### src/rtl/stack_access_ctrl.sv
// Stack transaction sequencer: splits PUSH/POP/CALL/RET/INT/RTI into single-word
// memory accesses and steers the external stack pointer. Define STACK_BOUNDS_EN for overflow/underflow checks.
module stack_access_ctrl #(
  parameter int ADDR_W      = 11,
  parameter int STACK_TOP   = 2047,
  parameter int STACK_LIMIT = 1024
) (
  input  logic              clk,
  input  logic              rst,
  input  logic              req,
  input  logic [2:0]        op,
  input  logic [15:0]       push_data,
  input  logic [31:0]       pc_in,
  input  logic [15:0]       flags_in,
  input  logic [31:0]       sp,
  output logic              sp_en,
  output logic              sp_pop,
  output logic [ADDR_W-1:0] mem_addr,
  output logic [15:0]       mem_wdata,
  output logic              mem_we,
  output logic              mem_re,
  input  logic [15:0]       mem_rdata,
  output logic              busy,
  output logic              done,
  output logic [15:0]       pop_data,
  output logic [31:0]       pc_out,
  output logic [15:0]       flags_out,
  output logic              err
);

`ifdef STACK_BOUNDS_EN
  localparam bit BOUNDS_EN = 1'b1;
`else
  localparam bit BOUNDS_EN = 1'b0;
`endif

  localparam logic [2:0] OP_PUSH = 3'd0;
  localparam logic [2:0] OP_POP  = 3'd1;
  localparam logic [2:0] OP_CALL = 3'd2;
  localparam logic [2:0] OP_RET  = 3'd3;
  localparam logic [2:0] OP_INT  = 3'd4;
  localparam logic [2:0] OP_RTI  = 3'd5;

  typedef enum logic [2:0] {S_IDLE, S_WR, S_RD, S_CAP, S_DONE} state_t;

  state_t      state_q, state_d;
  logic [1:0]  cnt_q, cnt_d;
  logic        err_q, err_d;
  logic [2:0]  op_q;
  logic [15:0] pdata_q, flags_q;
  logic [31:0] pc_q;
  logic [15:0] w0_q, w1_q;
  logic [15:0] pop_data_q, flags_out_q;
  logic [31:0] pc_out_q;
  logic [31:0] sp_plus1;

  assign sp_plus1 = sp + 32'd1;

  function automatic logic is_wr(input logic [2:0] o);
    is_wr = (o == OP_PUSH) || (o == OP_CALL) || (o == OP_INT);
  endfunction

  function automatic logic is_rd(input logic [2:0] o);
    is_rd = (o == OP_POP) || (o == OP_RET) || (o == OP_RTI);
  endfunction

  function automatic logic [1:0] last_idx(input logic [2:0] o);
    case (o)
      OP_CALL, OP_RET: last_idx = 2'd1;
      OP_INT, OP_RTI:  last_idx = 2'd2;
      default:         last_idx = 2'd0;
    endcase
  endfunction

  // Bounds are evaluated on the full 32-bit address before truncation.
  function automatic logic wr_viol(input logic [31:0] a);
    wr_viol = BOUNDS_EN && (a < 32'(STACK_LIMIT));
  endfunction

  function automatic logic rd_viol(input logic [31:0] a);
    rd_viol = BOUNDS_EN && (a > 32'(STACK_TOP));
  endfunction

  function automatic logic [15:0] wr_word(input logic [2:0] o, input logic [1:0] c,
                                          input logic [15:0] pd, input logic [31:0] pc,
                                          input logic [15:0] fl);
    if (o == OP_PUSH) begin
      wr_word = pd;
    end else begin
      case (c)
        2'd0:    wr_word = pc[31:16];
        2'd1:    wr_word = pc[15:0];
        default: wr_word = fl;
      endcase
    end
  endfunction

  always_comb begin
    state_d   = state_q;
    cnt_d     = cnt_q;
    err_d     = err_q;
    sp_en     = 1'b0;
    sp_pop    = 1'b0;
    mem_we    = 1'b0;
    mem_re    = 1'b0;
    mem_addr  = '0;
    mem_wdata = '0;
    case (state_q)
      S_IDLE: begin
        if (req) begin
          cnt_d = 2'd0;
          err_d = 1'b0;
          if (is_wr(op)) begin
            if (wr_viol(sp)) begin
              state_d = S_DONE;
              err_d   = 1'b1;
            end else begin
              state_d = S_WR;
            end
          end else if (is_rd(op)) begin
            if (rd_viol(sp_plus1)) begin
              state_d = S_DONE;
              err_d   = 1'b1;
            end else begin
              state_d = S_RD;
            end
          end else begin
            state_d = S_DONE;
          end
        end
      end
      S_WR: begin
        mem_we    = 1'b1;
        mem_addr  = sp[ADDR_W-1:0];
        mem_wdata = wr_word(op_q, cnt_q, pdata_q, pc_q, flags_q);
        sp_en     = 1'b1;
        if (cnt_q == last_idx(op_q)) begin
          state_d = S_DONE;
        end else begin
          cnt_d = cnt_q + 2'd1;
          // Next word will see sp already decremented by this access.
          if (wr_viol(sp - 32'd1)) begin
            state_d = S_DONE;
            err_d   = 1'b1;
          end
        end
      end
      S_RD: begin
        mem_re   = 1'b1;
        mem_addr = sp_plus1[ADDR_W-1:0];
        sp_en    = 1'b1;
        sp_pop   = 1'b1;
        if (cnt_q == last_idx(op_q)) begin
          state_d = S_CAP;
        end else begin
          cnt_d = cnt_q + 2'd1;
          if (rd_viol(sp + 32'd2)) begin
            state_d = S_DONE;
            err_d   = 1'b1;
          end
        end
      end
      S_CAP:   state_d = S_DONE;
      S_DONE:  state_d = S_IDLE;
      default: state_d = S_IDLE;
    endcase
  end

  always_ff @(posedge clk) begin
    if (rst) begin
      state_q     <= S_IDLE;
      cnt_q       <= 2'd0;
      err_q       <= 1'b0;
      pop_data_q  <= '0;
      pc_out_q    <= '0;
      flags_out_q <= '0;
    end else begin
      state_q <= state_d;
      cnt_q   <= cnt_d;
      err_q   <= err_d;
      if (state_q == S_CAP) begin
        case (op_q)
          OP_POP: pop_data_q <= mem_rdata;
          OP_RET: pc_out_q   <= {mem_rdata, w0_q};
          OP_RTI: begin
            flags_out_q <= w0_q;
            pc_out_q    <= {mem_rdata, w1_q};
          end
          default: ;
        endcase
      end
    end
  end

  // Operand latch and read-word capture; each RD cycle sees the previous word's data.
  always_ff @(posedge clk) begin
    if (state_q == S_IDLE && req) begin
      op_q    <= op;
      pdata_q <= push_data;
      pc_q    <= pc_in;
      flags_q <= flags_in;
    end
    if (state_q == S_RD) begin
      if (cnt_q == 2'd1) w0_q <= mem_rdata;
      if (cnt_q == 2'd2) w1_q <= mem_rdata;
    end
  end

  assign busy      = (state_q != S_IDLE);
  assign done      = (state_q == S_DONE);
  assign err       = done && err_q;
  assign pop_data  = pop_data_q;
  assign pc_out    = pc_out_q;
  assign flags_out = flags_out_q;

endmodule

### config.mk
export PLATFORM = sky130hd
export DESIGN_NAME = stack_access_ctrl
export DESIGN_NICKNAME = d
export VERILOG_FILES = /design/src/rtl/stack_access_ctrl.sv
export SDC_FILE = /design/constraint.sdc
export NUM_CORES = 1
export LEC_CHECK = 0
export CAP_MARGIN = 20
export CORE_ASPECT_RATIO = 1.75
export CORE_MARGIN = 2
export CORE_UTILIZATION = 41
export DETAILED_ROUTE_END_ITERATION = 8
export PLACE_DENSITY = 0.73
export SYNTH_ARGS = -nofsm -noshare
export SYNTH_HDL_FRONTEND = slang
export SYNTH_SLANG_ARGS = --single-unit
### constraint.sdc
create_clock -name clk -period 8.7 [get_ports clk]
set_input_delay 1.74 -clock clk [delete_from_list [all_inputs] [get_ports clk]]
set_output_delay 1.74 -clock clk [all_outputs]
set_load 0.01 [all_outputs]
Word level (Yosys, flattened, before mapping). Index checks and enable logic that the tools add are counted.

Flip-flop bits (word level): 168. Bits in latches: 0. Memory bits (writable): 0. ROM bits: 0. Output and inout bits: 98. Memories kept: 0.

Add/subtract/negate cells: 2. Multiply operators: 0. Divide/modulo/power cells: 0. $lt $le $gt $ge: 0. Equality and inequality tests: 23. Shift operators: 0. Muxes and demuxes: 21. Bitwise logic cells: 0. Reductions and logical operators: 22.

Operator list (count): $pmux 32 s2 (1); $mux 16 (2); $pmux 16 s2 (1); $pmux 11 s2 (1); $eq 3x2->1 const B (6); $eq 3x3->1 const B (5); $mux 3 (5); $pmux 3 s4 (1); $add 11x1->11 const B (1); $mux 2 (5); $ne 2x2->1 const B (5); $reduce_and 2->1 (5); $eq 3x1->1 const B (3); $logic_not 3->1 (3); $pmux 2 s3 (1); $reduce_bool 3->1 (2); $reduce_or 2->1 (3); $eq 2x2->1 (2); $logic_or 1x1->1 (4); $pmux 2 s2 (1); $reduce_and 4->1 (1); $mux 1 (3); $reduce_and 3->1 (1); $add 2x1->2 const B (1); 5 further kinds (5).

Longest topological paths before layout. Gate-level depths: netlist of run 1.

Depth in word-level cells: 7. Mapped depth: 7. Mapped depth without buffers: 5.

Worst setup path after synthesis of run 1. No wires, ideal clock.

Path type: input -> register. Start: input port req. End: register cnt_q[0]. Setup time: 124 ps. Data arrival time: 5079 ps. Required time: 8576 ps. Path slack: 3497 ps. Stages on the path: 4. Buffers on the path: 0. Cell sequence: inv_1 nor2_1 nor3_1 mux2_1.

Word-level cells in the longest chain between the ends: 2.

Ends and longest elaborated chain: start: declaration (line 10) `input logic req,`; $ne 2x2->1 (no line); $reduce_and 4->1 (no line); end signal: assignment (line 179) `cnt_q <= cnt_d;`; end: declaration (line 47) `logic [1:0] cnt_q, cnt_d;`.

Every way passes these cells. A chain may end at the register's enable or synchronous reset.

Worst setup path after layout of run 1.
Start: input port sp[2]. End: output port mem_addr[10].

Word-level cells in the longest chain between the ends: 2.

Ends and longest elaborated chain: start: declaration (line 15) `input logic [31:0] sp,`; $add 11x1->11 (line 57) `assign sp_plus1 = sp + 32'd1;`; $pmux 11 s2 (line 108) `case (state_q)`; end: declaration (line 18) `output logic [ADDR_W-1:0] mem_addr,`.

Every way passes these cells.

==> results of run 1 <==
kinds of logic after synthesis:
kind of cell / synth area share
muxes: 0.0545
and+or+nand+nor: 0.102
xor gates and xnor gates: 0.00270
DFF: 0.671
AOI/OAI and AO/OA: 0.127
adders and majority gates: 0.00771
other: 0.000577
buffers and inverters: 0.0351
through the flow:
step	util	instances	hold slack [ps]
6_report	0.589	922	456
3_5_place_dp	0.551	890	446
4_1_cts	0.589	922	456
3_3_place_gp	0.551	889	441
2_1_floorplan	-	546	481
5_1_grt	0.589	922	475
registers in the layout, summed over array words and instances (netlist names):
name	cells
cnt_q	2
flags_out	16
flags_q	16
op_q	3
pc_out	32
pc_q	32
pdata_q	16
pop_data	16
state_q	3
w0_q	16
w1_q	16
final timing paths:
path / endpoint / slack, ps / cells past startpoint
worst max-delay path: mem_addr[10] / 2970 / 6
worst min-delay path: pc_out[16] / 460 / 2
worst min register to register: pc_out[16] / 460 / 2
worst max register to register: w0_q[5] / 6160 / 3
worst reg2reg max path, cell delays in order, from the launching register on:
cell,delay (ps)
sky130_fd_sc_hd__dfxtp_1,520
sky130_fd_sc_hd__or3b_1,550
sky130_fd_sc_hd__inv_1,390
sky130_fd_sc_hd__and2_1,710
power by group:
group          switching [mW]  internal (mW)
Combinational           0.115          0.113
Sequential             0.0159          0.889
Clock                   0.347          0.385
Total                   0.479           1.39
layout make-up:
cell class,instances,area (um2)
fillers,1248,6350
flip-flops and latches,168,4350
repair buffers,199,1980
multi-input cells,328,1930
clock buffers,17,425
well taps,186,233
clock inverters,15,160
inverters,9,33.8
synth_stat cells (all sizes together), types with 2 or more instances:
master / n
a311oi: 2
inv: 9
a211oi: 16
mux2: 3
edfxtp: 99
nand2: 70
and3: 2
and4bb: 2
a21oi: 70
nand4: 5
a22o: 17
a31oi: 3
nor2: 39
mux2i: 32
nor3b: 2
dfxtp: 69
nor4: 2
buf: 18
clkbuf: 23
xnor2: 2
ha: 4
or3: 6
and2: 4
o21ai: 30
nand3: 4
nor3: 3
per-layer routing:
layer	up-vias	GRT usage	part of all wire
met5	-	0	0
met1	2295	0.188	0.36
met4	0	0.0798	0.027
met2	192	0.348	0.55
met3	27	0.0472	0.064
li1	2337	-	-
==> insert_results.sql, run 1 <==
INSERT INTO impl_metrics (metric_group, metric, value, unit) VALUES
('run_status', 'outcome', 'completed', ''),
('timing', 'totalNegativeSetupSlack', '0', 'ps'),
('clocking', 'tritoncts_num_sinks', '168', ''),
('finish', 'area_overhead_vs_synth', '40.3', '%'),
('global_routing', 'grt_first_pass_wirelength', '24500', 'um'),
('clocking', 'cts_root_buf', 'sky130_fd_sc_hd__clkbuf_16', ''),
('hold_path', 'worstHoldPathType', 'register to register', ''),
('global_routing', 'grt_use_total', '0.185', ''),
('critical_path', 'endpoint_type_of_the_worst_setup_path', 'primary output', ''),
('finish', 'post_route_cells_drive_above_1_share', '0.0652', ''),
('finish', 'final_nets', '845', ''),
('critical_path', 'critPathLaunch', 'sp[2]', ''),
('job', 'max-cap-violations', '0', ''),
('critical_path', 'critPathMostFrequentCell', 'sky130_fd_sc_hd__clkdlybuf4s50_1', ''),
('critical_path', 'crit_path_start_kind', 'input port', ''),
('power_and_ir_drop', 'power_density', '205', 'mW/mm2'),
('placement', 'instance_area_after_placement', '0.00853', 'mm2'),
('global_routing', 'grt_start_max_net_pins', '72', ''),
('floorplan', 'die_w', '99.1', 'um'),
('yosys', 'synth_top_cell_area_share', '0.458', ''),
('detailed_routing', 'detail_route.wl_per_cell', '16.9', 'um'),
('yosys', 'postSynthCellCount', '546', ''),
('finish', 'mostFrequentLayoutCell', 'sky130_fd_sc_hd__clkdlybuf4s50_1', ''),
('clocking', 'cts_tree', 'done', ''),
('yosys', 'postSynth.asyncResetShare', '0', ''),
('timing', 'max_freq', '174', 'MHz'),
('floorplan', 'chipHeight', '170', 'um'),
('critical_path', 'timing.critical_path.slowest_cell_delay', '580', 'ps'),
('detailed_routing', 'initialDrtViolationCount', '168', ''),
('yosys', 'netlist.top_cell.by_area', 'sky130_fd_sc_hd__edfxtp_1', ''),
('critical_path', 'cp_data_required_time', '6960', 'ps'),
('floorplan', 'cell_rows', '60', ''),
('yosys', 'synth_enable_flop_cells', '99', ''),
('global_routing', 'overflow', '0', ''),
('power_and_ir_drop', 'p_leak', '3.12', 'nW'),
('floorplan', 'io-pin-count', '216', ''),
('global_routing', 'antenna_found_initial', '0', ''),
('timing', 'worst_slew_margin_rel', '0.290', ''),
('detailed_routing', 'drt_pre_antenna_iters', '4', ''),
('critical_path', 'timing.critical_path.cells', 'clkdlybuf4s50_1, and3_1, nand4_1, or4_1, nand3_1, clkdlybuf4s50_1', ''),
('timing', 'min_period_over_period', '0.659', ''),
('floorplan', 'floorplan.core_area', '0.0155', 'mm2'),
('yosys', 'ys_ff_latch', '168', ''),
('finish', 'finalInstanceArea', '0.00911', 'mm2'),
('detailed_routing', 'final_antenna_net_count', '0', ''),
('critical_path', 'timing.critical_path.max_delay_family', 'simple AND/OR/NAND/NOR gates', ''),
('yosys', 'post_synth.cell_area_avg', '11.9', 'um2'),
('detailed_routing', 'route.detailed.drc', '0', ''),
('timing', 'setup_viol', '0', ''),
('critical_path', 'cp_max_fo', '7', ''),
('clocking', 'cts.htree.levels', '4', ''),
('yosys', 'netlist_area', '0.00649', 'mm2'),
('timing', 'unrepaired_setup_endpoints_after_global_routing', 'no', ''),
('timing', 'timing_hold_violations_final', '0', ''),
('clocking', 'cts_hold_buf', '0', ''),
('timing', 'max_slew.worst_pin.slew', '1060', 'ps'),
('critical_path', 'setup.worst_path.class', 'input port to primary output', ''),
('power_and_ir_drop', 'max-vdd-ir-drop', '0.155', 'mV'),
('yosys', 'ys.warnings.count', '0', ''),
('finish', 'most-common-layout-cells', '192 x sky130_fd_sc_hd__clkdlybuf4s50_1, 99 x sky130_fd_sc_hd__edfxtp_1, 70 x sky130_fd_sc_hd__nand2_1, 70 x sky130_fd_sc_hd__a21oi_1, 69 x sky130_fd_sc_hd__dfxtp_1', ''),
('placement', 'io_buffers', '193', ''),
('clocking', 'cts.clk_slew.worst_paths', '70', 'ps'),
('timing', 'worst_clock_skew', '12.4', 'ps'),
('finish', 'antenna_fix_cells', '0', ''),
('global_routing', 'vias_in_the_first_global_route', '4999', ''),
('clocking', 'clock_tree.buffer_depth', '2', ''),
('detailed_routing', 'num_vias', '4851', ''),
('detailed_routing', 'wl', '15600', 'um'),
('yosys', 'synth-main-ff-cell', 'sky130_fd_sc_hd__edfxtp_1', ''),
('timing', 'post-route-min-period', '5730', 'ps'),
('floorplan', 'initial_core_util', '0.420', '');
(Power assumes the default switching activity.)
==> inputs of run 2 (changes only) <==
PLACE_DENSITY = 0.76   (was 0.73)
clock period = 4.7 ns   (was 8.7 ns; I/O delays follow)
==> run 2 against run 1 <==
Net effect:
- die area unchanged
- count of clock-buffer cells in the layout unchanged
- largest cell class unchanged
- critical path type unchanged
- sequential power increased by 85%
- critical path depth unchanged
- worst setup slack got worse by 2400 ps
- highest routed layer unchanged
==> insert_results.sql, run 2 (same netlist as run 1, synthesis figures left out) <==
INSERT INTO impl_metrics (metric_group, metric, value, unit) VALUES
('run_status', 'outcome', 'completed', ''),
('critical_path', 'cp_data_required_time', '3760', 'ps'),
('hold_path', 'worstHoldPathType', 'register to register', ''),
('critical_path', 'endpoint_type_of_the_worst_setup_path', 'primary output', ''),
('clocking', 'cts.repair.resized', '0', ''),
('clocking', 'clk_latency', '420', 'ps'),
('finish', 'area_overhead_vs_synth', '40.8', '%'),
('clocking', 'cts_root_buf', 'sky130_fd_sc_hd__clkbuf_16', ''),
('placement', 'io_buffers', '193', ''),
('power_and_ir_drop', 'internal_power', '2.63', 'mW'),
('power_and_ir_drop', 'p_switching', '0.907', 'mW'),
('floorplan', 'initial_core_util', '0.420', ''),
('clocking', 'cts_setup_buffers', '0', ''),
('power_and_ir_drop', 'clock_power_share', '0.407', ''),
('floorplan', 'floorplan.core_area', '0.0155', 'mm2'),
('finish', 'mostFrequentLayoutCell', 'sky130_fd_sc_hd__clkdlybuf4s50_1', ''),
('timing', 'setup_viol', '0', ''),
('clocking', 'cts_hold_buf', '0', ''),
('finish', 'multi_input_area', '0.00193', 'mm2'),
('placement', 'place_congestion', '0.852', ''),
('timing', 'max_slew.worst_pin.slew', '1110', 'ps'),
('timing', 'post-route-min-period', '4130', 'ps'),
('finish', 'final_util', '0.591', ''),
('floorplan', 'die-area', '0.0169', 'mm2'),
('detailed_routing', 'initialDrtViolationCount', '133', ''),
('detailed_routing', 'detail_route.wl_per_cell', '17.4', 'um'),
('clocking', 'cts.htree.levels', '4', ''),
('timing', 'worst_slew_margin_rel', '0.259', ''),
('finish', 'post_route_cells_drive_above_1_share', '0.0652', ''),
('global_routing', 'antenna_found_initial', '0', ''),
('detailed_routing', 'final_antenna_net_count', '0', ''),
('critical_path', 'cp_max_fo', '7', ''),
('floorplan', 'die_w', '99.1', 'um'),
('critical_path', 'setup.worst_path.class', 'input port to primary output', ''),
('power_and_ir_drop', 'max-vdd-ir-drop', '0.250', 'mV'),
('placement', 'hpwlAfterDp', '11600', 'um'),
('power_and_ir_drop', 'switching_share', '0.256', ''),
('finish', 'final_nets', '845', ''),
('power_and_ir_drop', 'power_density', '387', 'mW/mm2'),
('floorplan', 'chipHeight', '170', 'um'),
('power_and_ir_drop', 'power.sequential.fraction', '0.473', ''),
('floorplan', 'io-pin-count', '216', ''),
('clocking', 'tritoncts.num_buffers', '17', ''),
('timing', 'unrepaired_setup_endpoints_after_global_routing', 'no', ''),
('clocking', 'cts.clk_slew.worst_paths', '70', 'ps'),
('detailed_routing', 'drt_pre_antenna_iters', '6', ''),
('global_routing', 'grt_use_total', '0.191', ''),
('critical_path', 'crit_arrival', '3190', 'ps'),
('global_routing', 'grt_start_max_net_pins', '71', ''),
('timing', 'worst_clock_skew', '8.72', 'ps'),
('floorplan', 'cell_rows', '60', ''),
('power_and_ir_drop', 'p_leak', '3.14', 'nW'),
('critical_path', 'crit_path_start_kind', 'input port', ''),
('clocking', 'tritoncts_num_sinks', '168', ''),
('timing', 'timing_hold_violations_final', '0', ''),
('detailed_routing', 'routed_via_density', '5.31', ''),
('clocking', 'cts_tree', 'done', ''),
('global_routing', 'vias_in_the_first_global_route', '5021', ''),
('finish', 'finalInstanceArea', '0.00915', 'mm2'),
('finish', 'sequential_cell_area', '0.00435', 'mm2'),
('job', 'max-cap-violations', '0', ''),
('finish', 'most-common-layout-cells', '192 x sky130_fd_sc_hd__clkdlybuf4s50_1, 99 x sky130_fd_sc_hd__edfxtp_1, 70 x sky130_fd_sc_hd__nand2_1, 70 x sky130_fd_sc_hd__a21oi_1, 69 x sky130_fd_sc_hd__dfxtp_1', ''),
('detailed_routing', 'num_vias', '4900', ''),
('power_and_ir_drop', 'share_comb_of_total_power', '0.120', ''),
('timing', 'totalNegativeSetupSlack', '0', 'ps'),
('timing', 'timing_max_transition_violations_final', '0', ''),
('timing', 'max_freq', '242', 'MHz'),
('placement', 'instance_area_after_placement', '0.00853', 'mm2'),
('detailed_routing', 'wl', '16100', 'um'),
('finish', 'antenna_fix_cells', '0', ''),
('global_routing', 'overflow', '0', ''),
('detailed_routing', 'route.detailed.drc', '0', ''),
('timing', 'min_period_over_period', '0.879', ''),
('global_routing', 'grt_first_pass_wirelength', '25100', 'um'),
('finish', 'filler_cells', '1251', ''),
('clocking', 'clock_tree.buffer_depth', '2', '');
run 2: cell types whose count changed in the layout (fill, tap and decap cells not counted):
cell | previous run | this run
sky130_fd_sc_hd__bufinv_16 | 0 | 1
sky130_fd_sc_hd__clkinv_2 | 1 | 0
sky130_fd_sc_hd__clkinv_4 | 4 | 2
sky130_fd_sc_hd__clkinv_8 | 3 | 2
sky130_fd_sc_hd__inv_12 | 0 | 1
sky130_fd_sc_hd__inv_4 | 1 | 0
sky130_fd_sc_hd__inv_6 | 1 | 2
sky130_fd_sc_hd__inv_8 | 5 | 7
run 2: path summary, 6_finish.rpt:
path,from,endpoint,slack (ps),cells after the start
worst min register to register,pop_data[11],pop_data[11],450,2
worst min-delay path,pop_data[11],pop_data[11],450,2
worst max-delay path,sp[2],mem_addr[10],570,6
worst max register to register,state_q[1],w0_q[12],2140,3
run 2: through the flow:
stage / instances / worst slack (ps) / hold WS, ps / power, mW
floorplan: 546 / 297 / 481 / 1.91
global placement: 889 / 601 / 443 / 2.12
detailed placement: 890 / 592 / 448 / 2.13
CTS: 922 / 581 / 459 / 3.57
global route: 922 / 439 / 479 / 3.67
finish: 922 / 567 / 454 / 3.54
run 2: power groups by stage:
| stage | combinational, mW | clock [mW] | sequential, mW |
|---|---|---|---|
| after floorplan | 0.210 | 0 | 1.70 |
| after detailed placement | 0.424 | 0 | 1.71 |
| after global placement | 0.415 | 0 | 1.70 |
| after CTS | 0.427 | 1.47 | 1.68 |
| final | 0.423 | 1.44 | 1.67 |
| after global routing | 0.459 | 1.53 | 1.68 |
run 2: critical path: stages:
cell                              delay, ps
sky130_fd_sc_hd__clkdlybuf4s50_1        580
sky130_fd_sc_hd__and3_1                 320
sky130_fd_sc_hd__nand4_1                180
sky130_fd_sc_hd__or4_1                  490
sky130_fd_sc_hd__nand3_1                120
sky130_fd_sc_hd__clkdlybuf4s50_1        550
run 2: final cells by class:
| type | count | area share |
|---|---|---|
| flip-flops and latches | 168 | 0.476 |
| repair buffers | 199 | 0.216 |
| multi-input cells | 328 | 0.211 |
| clock buffers | 17 | 0.0465 |
| well taps | 186 | 0.0254 |
| clock inverters | 15 | 0.0211 |
| inverters | 9 | 0.00369 |
run 2: layer usage:
layer  GRT usage  share of wire  vias up  wire length, um
met5           0              0        -                0
met4      0.0792          0.018        0              296
met3      0.0522          0.059       20              944
met2       0.352           0.55      201             8810
met1       0.202           0.37     2350             6010
li1            -              -     2329                -
==> inputs of run 3 (changes only) <==
HOLD_SLACK_MARGIN = 0.1   (was not set)
SKIP_LAST_GASP = 1   (was not set)
==> results of run 3 <==
Final layout, timing and power as in run 2 (identical DEF).
